[config.mk]
export PLATFORM = sky130hd
export DESIGN_NAME = vocoder_sequencer_flat
export DESIGN_NICKNAME = d
export VERILOG_FILES = /design/src/rtl/vocoder_sequencer_if.sv /design/src/rtl/vocoder_sequencer.sv /design/src/flat_wrapper.sv
export SDC_FILE = /design/constraint.sdc
export NUM_CORES = 1
export LEC_CHECK = 0
export CAP_MARGIN = 20
export CORE_UTILIZATION = 45
export DETAILED_ROUTE_END_ITERATION = 10
export GPL_ROUTABILITY_DRIVEN = 0
export PLACE_DENSITY_LB_ADDON = 0.2
export SLEW_MARGIN = 10
export SYNTH_ARGS = -nofsm -noshare
export SYNTH_HDL_FRONTEND = slang
export SYNTH_SLANG_ARGS = --single-unit
export TNS_END_PERCENT = 5
[constraint.sdc]
create_clock -name clk_in -period 5 [get_ports clk_in]
set_input_delay 0.75 -clock clk_in [delete_from_list [all_inputs] [get_ports clk_in]]
set_output_delay 0.75 -clock clk_in [all_outputs]
set_load 0.01 [all_outputs]
[src/rtl/vocoder_sequencer_if.sv]
// Handshake bundle between the vocoder sequencer and the datapath stages it schedules.
`timescale 1ns/1ps
interface vocoder_sequencer_if;
  logic               sample_valid_in;
  logic               filt_start_out;
  logic               filt_car_done_in;
  logic               filt_mod_done_in;
  logic               env_start_out;
  logic               env_done_in;
  logic               mix_start_out;
  logic               mix_valid_in;
  logic signed [23:0] mixed_in;
  logic [4:0]         shift_out;
  logic               auto_gain_en_in;
  logic [4:0]         shift_manual_in;
  logic signed [23:0] audio_out;
  logic               audio_valid_out;
  logic               busy_out;
  logic [15:0]        overrun_count_out;
  logic               timeout_err_out;

  // Sequencer side
  modport master (
    input  sample_valid_in, filt_car_done_in, filt_mod_done_in, env_done_in,
           mix_valid_in, mixed_in, auto_gain_en_in, shift_manual_in,
    output filt_start_out, env_start_out, mix_start_out, shift_out, audio_out,
           audio_valid_out, busy_out, overrun_count_out, timeout_err_out
  );

  // Sample source / datapath side
  modport slave (
    output sample_valid_in, filt_car_done_in, filt_mod_done_in, env_done_in,
           mix_valid_in, mixed_in, auto_gain_en_in, shift_manual_in,
    input  filt_start_out, env_start_out, mix_start_out, shift_out, audio_out,
           audio_valid_out, busy_out, overrun_count_out, timeout_err_out
  );
endinterface

[src/rtl/vocoder_sequencer.sv]
// Per-sample scheduler: filter banks -> envelopes -> mixer, with stage timeouts,
// overrun counting and auto-gain control of the mixer output shift.
`timescale 1ns/1ps
module vocoder_sequencer #(
  parameter int          TIMEOUT_CYCLES  = 4096,
  parameter logic [23:0] CLIP_THRESH     = 24'h7C0000,
  parameter logic [23:0] QUIET_THRESH    = 24'h100000,
  parameter int          RELEASE_SAMPLES = 256,
  parameter int          SHIFT_MIN       = 0
) (
  input logic               clk_in,
  input logic               rst_in,
  vocoder_sequencer_if.master bus
);
  localparam int TW = $clog2(TIMEOUT_CYCLES + 1);
  localparam int QW = $clog2(RELEASE_SAMPLES + 1);

  typedef enum logic [1:0] {S_IDLE, S_FILTER, S_ENV, S_MIX} state_t;

  state_t             r_state, w_next;
  logic [TW-1:0]      r_timer;
  logic [QW-1:0]      r_quiet;
  logic               r_car, r_mod;
  logic               r_filt_start, r_env_start, r_mix_start, r_audio_v, r_to_err;
  logic signed [23:0] r_audio;
  logic [4:0]         r_shift;
  logic [15:0]        r_ovr;
  logic               w_accept, w_go_env, w_go_mix, w_done, w_to, w_timeout, w_overrun;
  logic [24:0]        w_mix_ext, w_abs;
  logic               w_clip, w_quiet;

  assign w_timeout = (r_timer == TW'(TIMEOUT_CYCLES - 1));
  assign w_overrun = bus.sample_valid_in && (r_state != S_IDLE);

  // 25-bit magnitude so that -2^23 maps to +2^23 instead of wrapping
  assign w_mix_ext = {bus.mixed_in[23], bus.mixed_in};
  assign w_abs     = w_mix_ext[24] ? -w_mix_ext : w_mix_ext;
  assign w_clip    = (w_abs >= {1'b0, CLIP_THRESH});
  assign w_quiet   = (w_abs <  {1'b0, QUIET_THRESH});

  always_ff @(posedge clk_in) begin
    if (rst_in) r_state <= S_IDLE;
    else        r_state <= w_next;
  end

  always_comb begin
    w_next   = r_state;
    w_accept = 1'b0;
    w_go_env = 1'b0;
    w_go_mix = 1'b0;
    w_done   = 1'b0;
    w_to     = 1'b0;
    case (r_state)
      S_IDLE: if (bus.sample_valid_in) begin
        w_accept = 1'b1;
        w_next   = S_FILTER;
      end
      S_FILTER:
        if ((r_car || bus.filt_car_done_in) && (r_mod || bus.filt_mod_done_in)) begin
          w_go_env = 1'b1;
          w_next   = S_ENV;
        end else if (w_timeout) begin
          w_to   = 1'b1;
          w_next = S_IDLE;
        end
      S_ENV:
        if (bus.env_done_in) begin
          w_go_mix = 1'b1;
          w_next   = S_MIX;
        end else if (w_timeout) begin
          w_to   = 1'b1;
          w_next = S_IDLE;
        end
      S_MIX:
        if (bus.mix_valid_in) begin
          w_done = 1'b1;
          w_next = S_IDLE;
        end else if (w_timeout) begin
          w_to   = 1'b1;
          w_next = S_IDLE;
        end
      default: w_next = S_IDLE;
    endcase
  end

  always_ff @(posedge clk_in) begin
    if (rst_in) begin
      r_timer      <= '0;
      r_quiet      <= '0;
      r_car        <= 1'b0;
      r_mod        <= 1'b0;
      r_filt_start <= 1'b0;
      r_env_start  <= 1'b0;
      r_mix_start  <= 1'b0;
      r_audio_v    <= 1'b0;
      r_audio      <= '0;
      r_shift      <= '0;
      r_ovr        <= '0;
      r_to_err     <= 1'b0;
    end else begin
      r_filt_start <= w_accept;
      r_env_start  <= w_go_env;
      r_mix_start  <= w_go_mix;
      r_audio_v    <= w_done;

      if (r_state != w_next)      r_timer <= '0;
      else if (r_state != S_IDLE) r_timer <= r_timer + 1'b1;

      if (w_accept) begin
        r_car <= 1'b0;
        r_mod <= 1'b0;
      end else if (r_state == S_FILTER) begin
        r_car <= r_car | bus.filt_car_done_in;
        r_mod <= r_mod | bus.filt_mod_done_in;
      end

      if (w_overrun && r_ovr != 16'hFFFF) r_ovr <= r_ovr + 1'b1;
      if (w_to) r_to_err <= 1'b1;
      if (w_done) r_audio <= bus.mixed_in;

      // Shift only moves on the IDLE accept or the edge leaving MIX
      if (w_accept && !bus.auto_gain_en_in) begin
        r_shift <= bus.shift_manual_in;
      end else if (w_done && bus.auto_gain_en_in) begin
        if (w_clip) begin
          if (r_shift != 5'd31) r_shift <= r_shift + 1'b1;
          r_quiet <= '0;
        end else if (w_quiet) begin
          if (r_quiet == QW'(RELEASE_SAMPLES - 1)) begin
            r_quiet <= '0;
            if (r_shift > 5'(SHIFT_MIN)) r_shift <= r_shift - 1'b1;
          end else begin
            r_quiet <= r_quiet + 1'b1;
          end
        end else begin
          r_quiet <= '0;
        end
      end
    end
  end

  assign bus.filt_start_out    = r_filt_start;
  assign bus.env_start_out     = r_env_start;
  assign bus.mix_start_out     = r_mix_start;
  assign bus.audio_out         = r_audio;
  assign bus.audio_valid_out   = r_audio_v;
  assign bus.shift_out         = r_shift;
  assign bus.busy_out          = (r_state != S_IDLE);
  assign bus.overrun_count_out = r_ovr;
  assign bus.timeout_err_out   = r_to_err;
endmodule

[src/flat_wrapper.sv]
// flat-port wrapper written by rule: the top's interface ports become plain ports
module vocoder_sequencer_flat 
#(
  parameter int          TIMEOUT_CYCLES  = 4096,
  parameter logic [23:0] CLIP_THRESH     = 24'h7C0000,
  parameter logic [23:0] QUIET_THRESH    = 24'h100000,
  parameter int          RELEASE_SAMPLES = 256,
  parameter int          SHIFT_MIN       = 0
)
  (clk_in, rst_in, bus_sample_valid_in, bus_filt_car_done_in, bus_filt_mod_done_in, bus_env_done_in, bus_mix_valid_in, bus_mixed_in, bus_auto_gain_en_in, bus_shift_manual_in, bus_filt_start_out, bus_env_start_out, bus_mix_start_out, bus_shift_out, bus_audio_out, bus_audio_valid_out, bus_busy_out, bus_overrun_count_out, bus_timeout_err_out);
  vocoder_sequencer_if bus_i ();
  input logic clk_in;
  input logic rst_in;
  input wire logic [$bits(bus_i.sample_valid_in)-1:0] bus_sample_valid_in;
  input wire logic [$bits(bus_i.filt_car_done_in)-1:0] bus_filt_car_done_in;
  input wire logic [$bits(bus_i.filt_mod_done_in)-1:0] bus_filt_mod_done_in;
  input wire logic [$bits(bus_i.env_done_in)-1:0] bus_env_done_in;
  input wire logic [$bits(bus_i.mix_valid_in)-1:0] bus_mix_valid_in;
  input wire logic [$bits(bus_i.mixed_in)-1:0] bus_mixed_in;
  input wire logic [$bits(bus_i.auto_gain_en_in)-1:0] bus_auto_gain_en_in;
  input wire logic [$bits(bus_i.shift_manual_in)-1:0] bus_shift_manual_in;
  output wire logic [$bits(bus_i.filt_start_out)-1:0] bus_filt_start_out;
  output wire logic [$bits(bus_i.env_start_out)-1:0] bus_env_start_out;
  output wire logic [$bits(bus_i.mix_start_out)-1:0] bus_mix_start_out;
  output wire logic [$bits(bus_i.shift_out)-1:0] bus_shift_out;
  output wire logic [$bits(bus_i.audio_out)-1:0] bus_audio_out;
  output wire logic [$bits(bus_i.audio_valid_out)-1:0] bus_audio_valid_out;
  output wire logic [$bits(bus_i.busy_out)-1:0] bus_busy_out;
  output wire logic [$bits(bus_i.overrun_count_out)-1:0] bus_overrun_count_out;
  output wire logic [$bits(bus_i.timeout_err_out)-1:0] bus_timeout_err_out;
  assign bus_i.sample_valid_in = bus_sample_valid_in;
  assign bus_i.filt_car_done_in = bus_filt_car_done_in;
  assign bus_i.filt_mod_done_in = bus_filt_mod_done_in;
  assign bus_i.env_done_in = bus_env_done_in;
  assign bus_i.mix_valid_in = bus_mix_valid_in;
  assign bus_i.mixed_in = bus_mixed_in;
  assign bus_i.auto_gain_en_in = bus_auto_gain_en_in;
  assign bus_i.shift_manual_in = bus_shift_manual_in;
  assign bus_filt_start_out = bus_i.filt_start_out;
  assign bus_env_start_out = bus_i.env_start_out;
  assign bus_mix_start_out = bus_i.mix_start_out;
  assign bus_shift_out = bus_i.shift_out;
  assign bus_audio_out = bus_i.audio_out;
  assign bus_audio_valid_out = bus_i.audio_valid_out;
  assign bus_busy_out = bus_i.busy_out;
  assign bus_overrun_count_out = bus_i.overrun_count_out;
  assign bus_timeout_err_out = bus_i.timeout_err_out;
  vocoder_sequencer #(.TIMEOUT_CYCLES(TIMEOUT_CYCLES), .CLIP_THRESH(CLIP_THRESH), .QUIET_THRESH(QUIET_THRESH), .RELEASE_SAMPLES(RELEASE_SAMPLES), .SHIFT_MIN(SHIFT_MIN)) u_core (.clk_in(clk_in), .rst_in(rst_in), .bus(bus_i));
endmodule
# Word level (Yosys, flattened, before mapping)
# Index checks and enable logic that the tools add are counted.
# Widths: inputs -> output; s select.
# totals
ff_bits	76
out_inout_bits	51
wordCells	84
# op_classes
add_sub_neg	6
magnitude_cmp	3
n_eq_ne	9
n_mux	28
bitwise_logic	5
reduce_logical	20
# ops
operator	count
$mux 5	7
$mux 9	3
$ge 25x23->1 const B	1
$lt 25x21->1 const B	1
$mux 25	1
$neg 25->25	1
$add 16x1->16 const B	1
$ne 16x16->1 const B	1
$add 13x1->13 const B	1
$eq 13x12->1 const B	1
$mux 1	10
$mux 2	5
$add 9x1->9 const B	1
$eq 9x8->1 const B	1
$reduce_bool 3->1	3
$pmux 2 s4	1
$reduce_or 2->1	4
$add 5x1->5 const B	1
$gt 5x1->1 const B	1
$logic_and 1x1->1	5
$ne 5x5->1 const B	1
$reduce_and 5->1	1
$sub 5x1->5 const B	1
$eq 2x2->1 const B	2
other kinds (11)	16

# Logic depth before layout (Yosys ltp)
# logic_depth
depth_word	7
ltp_mapped	15
ltp_nobuf	15

# Least setup slack after synthesis
# No wires, ideal clock.
# synth_path
path_kind	input port to flip-flop
start	in bus_mixed_in[2]
end	reg u_core.r_shift[4] (netlist: u_core.bus.shift_out[4])
setup_time_ps	79
arrival_time_ps	4125
required_time_ps	4921
slack_ps	796
stages	14
path_buffers	1
path_cell_list	or4_4 buf_6 or2_0 or3_1 mux2_4 a31o_4 or2_1 fa_1 a21o_1 a21oi_1 xnor2_1 o21a_1 o31a_1 a211oi_2
# synth_via
elab_chain_len	6
# synth_rtl
element	line_no	rtl
start: declaration	flat_wrapper.sv:19	input wire logic [$bits(bus_i.mixed_in)-1:0] bus_mixed_in;
$neg 25->25	vocoder_sequencer.sv:37	assign w_abs = w_mix_ext[24] ? -w_mix_ext : w_mix_ext;
$mux 25 *	vocoder_sequencer.sv:37	
$ge 25x23->1	vocoder_sequencer.sv:38	assign w_clip = (w_abs >= {1'b0, CLIP_THRESH});
$mux 5	vocoder_sequencer.sv:125	if (w_clip) begin
$mux 5	vocoder_sequencer.sv:124	end else if (w_done && bus.auto_gain_en_in) begin
$mux 5	vocoder_sequencer.sv:122	if (w_accept && !bus.auto_gain_en_in) begin
end signal: assignment	vocoder_sequencer.sv:123	r_shift <= bus.shift_manual_in;
end signal: assignment	vocoder_sequencer.sv:126	if (r_shift != 5'd31) r_shift <= r_shift + 1'b1;
end signal: assignment	vocoder_sequencer.sv:131	if (r_shift > 5'(SHIFT_MIN)) r_shift <= r_shift - 1'b1;
end: declaration	vocoder_sequencer.sv:26	logic [4:0] r_shift;
# Mark *: on every way between the ends. The rest lies on a longest branch, timed or not. The select of a mux whose other input is x is not followed.
# A chain may end at the register's enable or synchronous reset.

# Final worst setup path
# layout_path
start	in bus_mixed_in[1]
end	reg u_core.r_shift[4] (netlist: u_core.bus.shift_out[4])
# Same word-level chain as after synthesis.

==> flow_metrics.env <==
export IMPL_fp_dieW_um=92.45
export IMPL_cts_tree="done"
export IMPL_synth_area_um2=3681
export IMPL_htree_levels=3
export IMPL_min_to="u_core.bus.audio_out[14]"
export IMPL_drc=0
export IMPL_status="completed"
export IMPL_area_growth_pct=31.44
export IMPL_synth_warnings=0
export IMPL_synth_fa_ha_area_share_pct=2.923
export IMPL_synth_edf_count=0
export IMPL_maxCapViolCount=0
export IMPL_yosysTopAreaCell="dfxtp_1"
export IMPL_endpoint_kind="flip-flop"
export IMPL_drive_gt1_share_pct=5.082
export IMPL_drv_slew=0
export IMPL_cts_resized=0
export IMPL_wl_per_cell_um=14.16
export IMPL_dpl_worst_slack_ps=197.0
export IMPL_synth_most_common_cell="nand2_1"
export IMPL_synth_seq_cells=76
export IMPL_syn_area_per_cell_um2=7.985
export IMPL_cellPowerDensity_nw_per_um2=265.1
export IMPL_p_sw_share_pct=26.97
export IMPL_start_util_pct=47.15
export IMPL_crit_required_ps=5270
export IMPL_rsz0062_at_grt="no"
export IMPL_seqPwrFrac_pct=49.3
export IMPL_drt_initial_drc_count=147
export IMPL_final_setup_skew_ps=11.48
export IMPL_antenna_found_initial=0
export IMPL_switchingPower_mw=0.3459
export IMPL_die_h_um=92.45
export IMPL_cp_arrival_ps=4730
export IMPL_top_layer_used="met4"
export IMPL_period_needed_ps=4468
export IMPL_max_slew_margin_pct=28.50
export IMPL_clockBufferDepth=2
export IMPL_finalHoldViolCount=0
export IMPL_core_um2=7807
export IMPL_p_clk_share_pct=36.9
export IMPL_cts_buffers=9
export IMPL_timing_rr_start="u_core.r_state[0]"
export IMPL_clkSlewWorstSetupHoldPaths_ps=80
export IMPL_post_route_util_pct=61.97
export IMPL_grt_pass1_vias=3396
export IMPL_r2r_slack_ps=2330
export IMPL_postSynthCellCount=461
export IMPL_vias=3573
export IMPL_portBuffers=87
export IMPL_route_antenna_remaining_nets=0
export IMPL_drt_pass1_iterations=4
export IMPL_gr_usage_all_layers_pct=22.06
export IMPL_hold_path_depth=2
export IMPL_synth_nets=506
export IMPL_hold_path_class="flip-flop to flip-flop"
export IMPL_setup_ws_ps=532.0
export IMPL_clk_latency_ps=350
export IMPL_grt_pass1_wl_um=15240
export IMPL_synth_simple_area_share_pct=29.50
export IMPL_cts_setup_buffers=0
export IMPL_cp_start_kind="input pin"
export IMPL_setup_violations_final=0
export IMPL_synthMuxAreaShare_pct=0.9517
export IMPL_comb_power_share_pct=13.8
export IMPL_n_antenna_cell=0
export IMPL_dpl_cell_area_um2=4637
export IMPL_cts_hold_buf=0
export IMPL_synth_xor_area_share_pct=7.138
export IMPL_tns_ps=0
export IMPL_synth_commonest_cells="nand2_1, dfxtp_1, nor2_1"
export IMPL_rows=32
export IMPL_post_route_period_util_pct=89.36
export IMPL_synthTopCellsByArea="dfxtp_1, nand2_1, nor2_1, a21oi_1, xor2_1"
export IMPL_hold_start="u_core.bus.audio_out[14]"
export IMPL_p_leak_nw=1.695
export IMPL_wl_met3_um=447
export IMPL_instances_no_fill=653
export IMPL_critPathKind="input pin to flip-flop"
export IMPL_wirelength_um=9246
export IMPL_critPathMaxFanout=5
export IMPL_grt_max_degree=44
export IMPL_synth_compound_area_share_pct=15.30
export IMPL_met1Wirelength_um=4176
export IMPL_post_place_cells=637
export IMPL_n_fill_cell=673
export IMPL_synthArstFlopShare_pct=0
export IMPL_routed_via_density=5.472
export IMPL_netlist_area_leader_share_pct=41.33
export IMPL_reg2reg_depth=9
export IMPL_fmax_mhz=223.8
export IMPL_yosys_most_used_dff="dfxtp_1"
export IMPL_worst_pin_slew_ps=1059
export IMPL_synth_seq_area_share_pct=41.33
export IMPL_fin_nets=591
export IMPL_post_dp_hpwl_um=6665
export IMPL_peakVddDrop_mv=0.2442
export IMPL_synth_top_family_by_area="simple AND/OR/NAND/NOR gates"
export IMPL_final_area_um2=4838
export IMPL_internal_power_mw=0.9367
export IMPL_io_pins=88
export IMPL_cts_sinks=76
export IMPL_root_buffer="clkbuf_8"
export IMPL_yosysUniqueCellTypes=57
export IMPL_rr_endpoint="u_core.bus.overrun_count_out[14]"
export IMPL_dieArea_um2=8546
export IMPL_wl_met2_um=4467
export IMPL_grt_overflow_total=0
## placed cells by master (no fill, tap or decap), drive strengths merged, types with 5 or more instances in the layout
| cell type | n |
|---|---|
| ha | 7 |
| nor4 | 7 |
| dfxtp | 76 |
| and3 | 11 |
| nand3 | 15 |
| nand2 | 80 |
| nand4 | 12 |
| buf | 6 |
| nor2 | 62 |
| clkdlybuf4s50 | 86 |
| xnor2 | 12 |
| inv | 9 |
| a21oi | 42 |
| a31oi | 5 |
| nor3 | 9 |
| clkbuf | 10 |
| nor2b | 7 |
| xor2 | 18 |
| o21ai | 14 |
## routing by layer
layer / up-vias / GRT usage [%]
met1: 1666 / 27.37
met5: - / 0
met4: 0 / 9.635
met3: 13 / 3.038
li1: 1786 / -
met2: 108 / 37.96
## state kept, by name, summed over array words and instances (netlist names), 2 cells and up
| name | count |
|---|---|
| u_core.bus.audio_out | 24 |
| u_core.bus.shift_out | 5 |
| u_core.r_state | 2 |
| u_core.r_timer | 13 |
| u_core.bus.overrun_count_out | 16 |
| u_core.r_quiet | 9 |
## metrics by stage
step	total power [mW]	hold slack (ps)
2_1_floorplan	0.7424	444.0
3_3_place_gp	0.8174	442.6
3_5_place_dp	0.8213	447.0
4_1_cts	1.293	458.2
5_1_grt	1.341	477.4
6_report	1.283	453.4
## area by class of cell
cell class / instances / area, um2 / area share [%]
multi-input combinational: 359 / 2054 / 42.46
sequential: 76 / 1521 / 31.45
timing repair buffer: 92 / 903.4 / 18.67
tap: 102 / 127.6 / 2.638
clock inverter: 6 / 73.82 / 1.526
clock buffer: 10 / 127.6 / 2.638
inverter: 8 / 30.03 / 0.6206
## logic make-up (layout without fill, tap and decap cells)
logic type / after synthesis / count (layout)
flip-flops: 76 / 76
multiplexers: 3 / 3
AO/OA/AOI/OAI: 89 / 89
adder cells (fa/ha/maj): 8 / 8
buffers and inverters: 26 / 116
XOR/XNOR: 30 / 30
AND/OR/NAND/NOR: 229 / 229
## power groups by stage
| stage | logic, mW | registers (mW) | clock network (mW) |
|---|---|---|---|
| floorplan | 0.0973 | 0.645 | 0 |
| finish | 0.177 | 0.632 | 0.474 |
| global route | 0.194 | 0.634 | 0.514 |
| detailed placement | 0.175 | 0.646 | 0 |
| CTS | 0.176 | 0.632 | 0.485 |
| global placement | 0.172 | 0.645 | 0 |
## worst max path at each step
stage | startpoint | endpoint | slack (ps) | cells past startpoint
2_1_floorplan | bus_mixed_in[2] | u_core.bus.shift_out[4] | 800 | 14
4_1_cts | bus_mixed_in[1] | u_core.bus.shift_out[4] | 560 | 16
5_1_grt | bus_mixed_in[1] | u_core.bus.shift_out[4] | 350 | 16
6_report | bus_mixed_in[1] | u_core.bus.shift_out[4] | 530 | 16
3_3_place_gp | bus_mixed_in[2] | u_core.bus.shift_out[4] | 330 | 14
3_5_place_dp | bus_mixed_in[1] | u_core.bus.shift_out[4] | 200 | 16
## critical path, stage by stage
cell             delay, ps
clkdlybuf4s50_1        460
inv_1                   80
ha_1                   120
or3b_1                 430
or2_0                  250
or3_1                  330
mux2_4                 310
a31o_4                 230
or2_1                  290
fa_1                   430
a21o_1                 190
a21oi_1                170
xnor2_1                100
o21a_1                 110
o31a_1                 280
a211oi_2               200
Power figures use the tool's default switching activity.
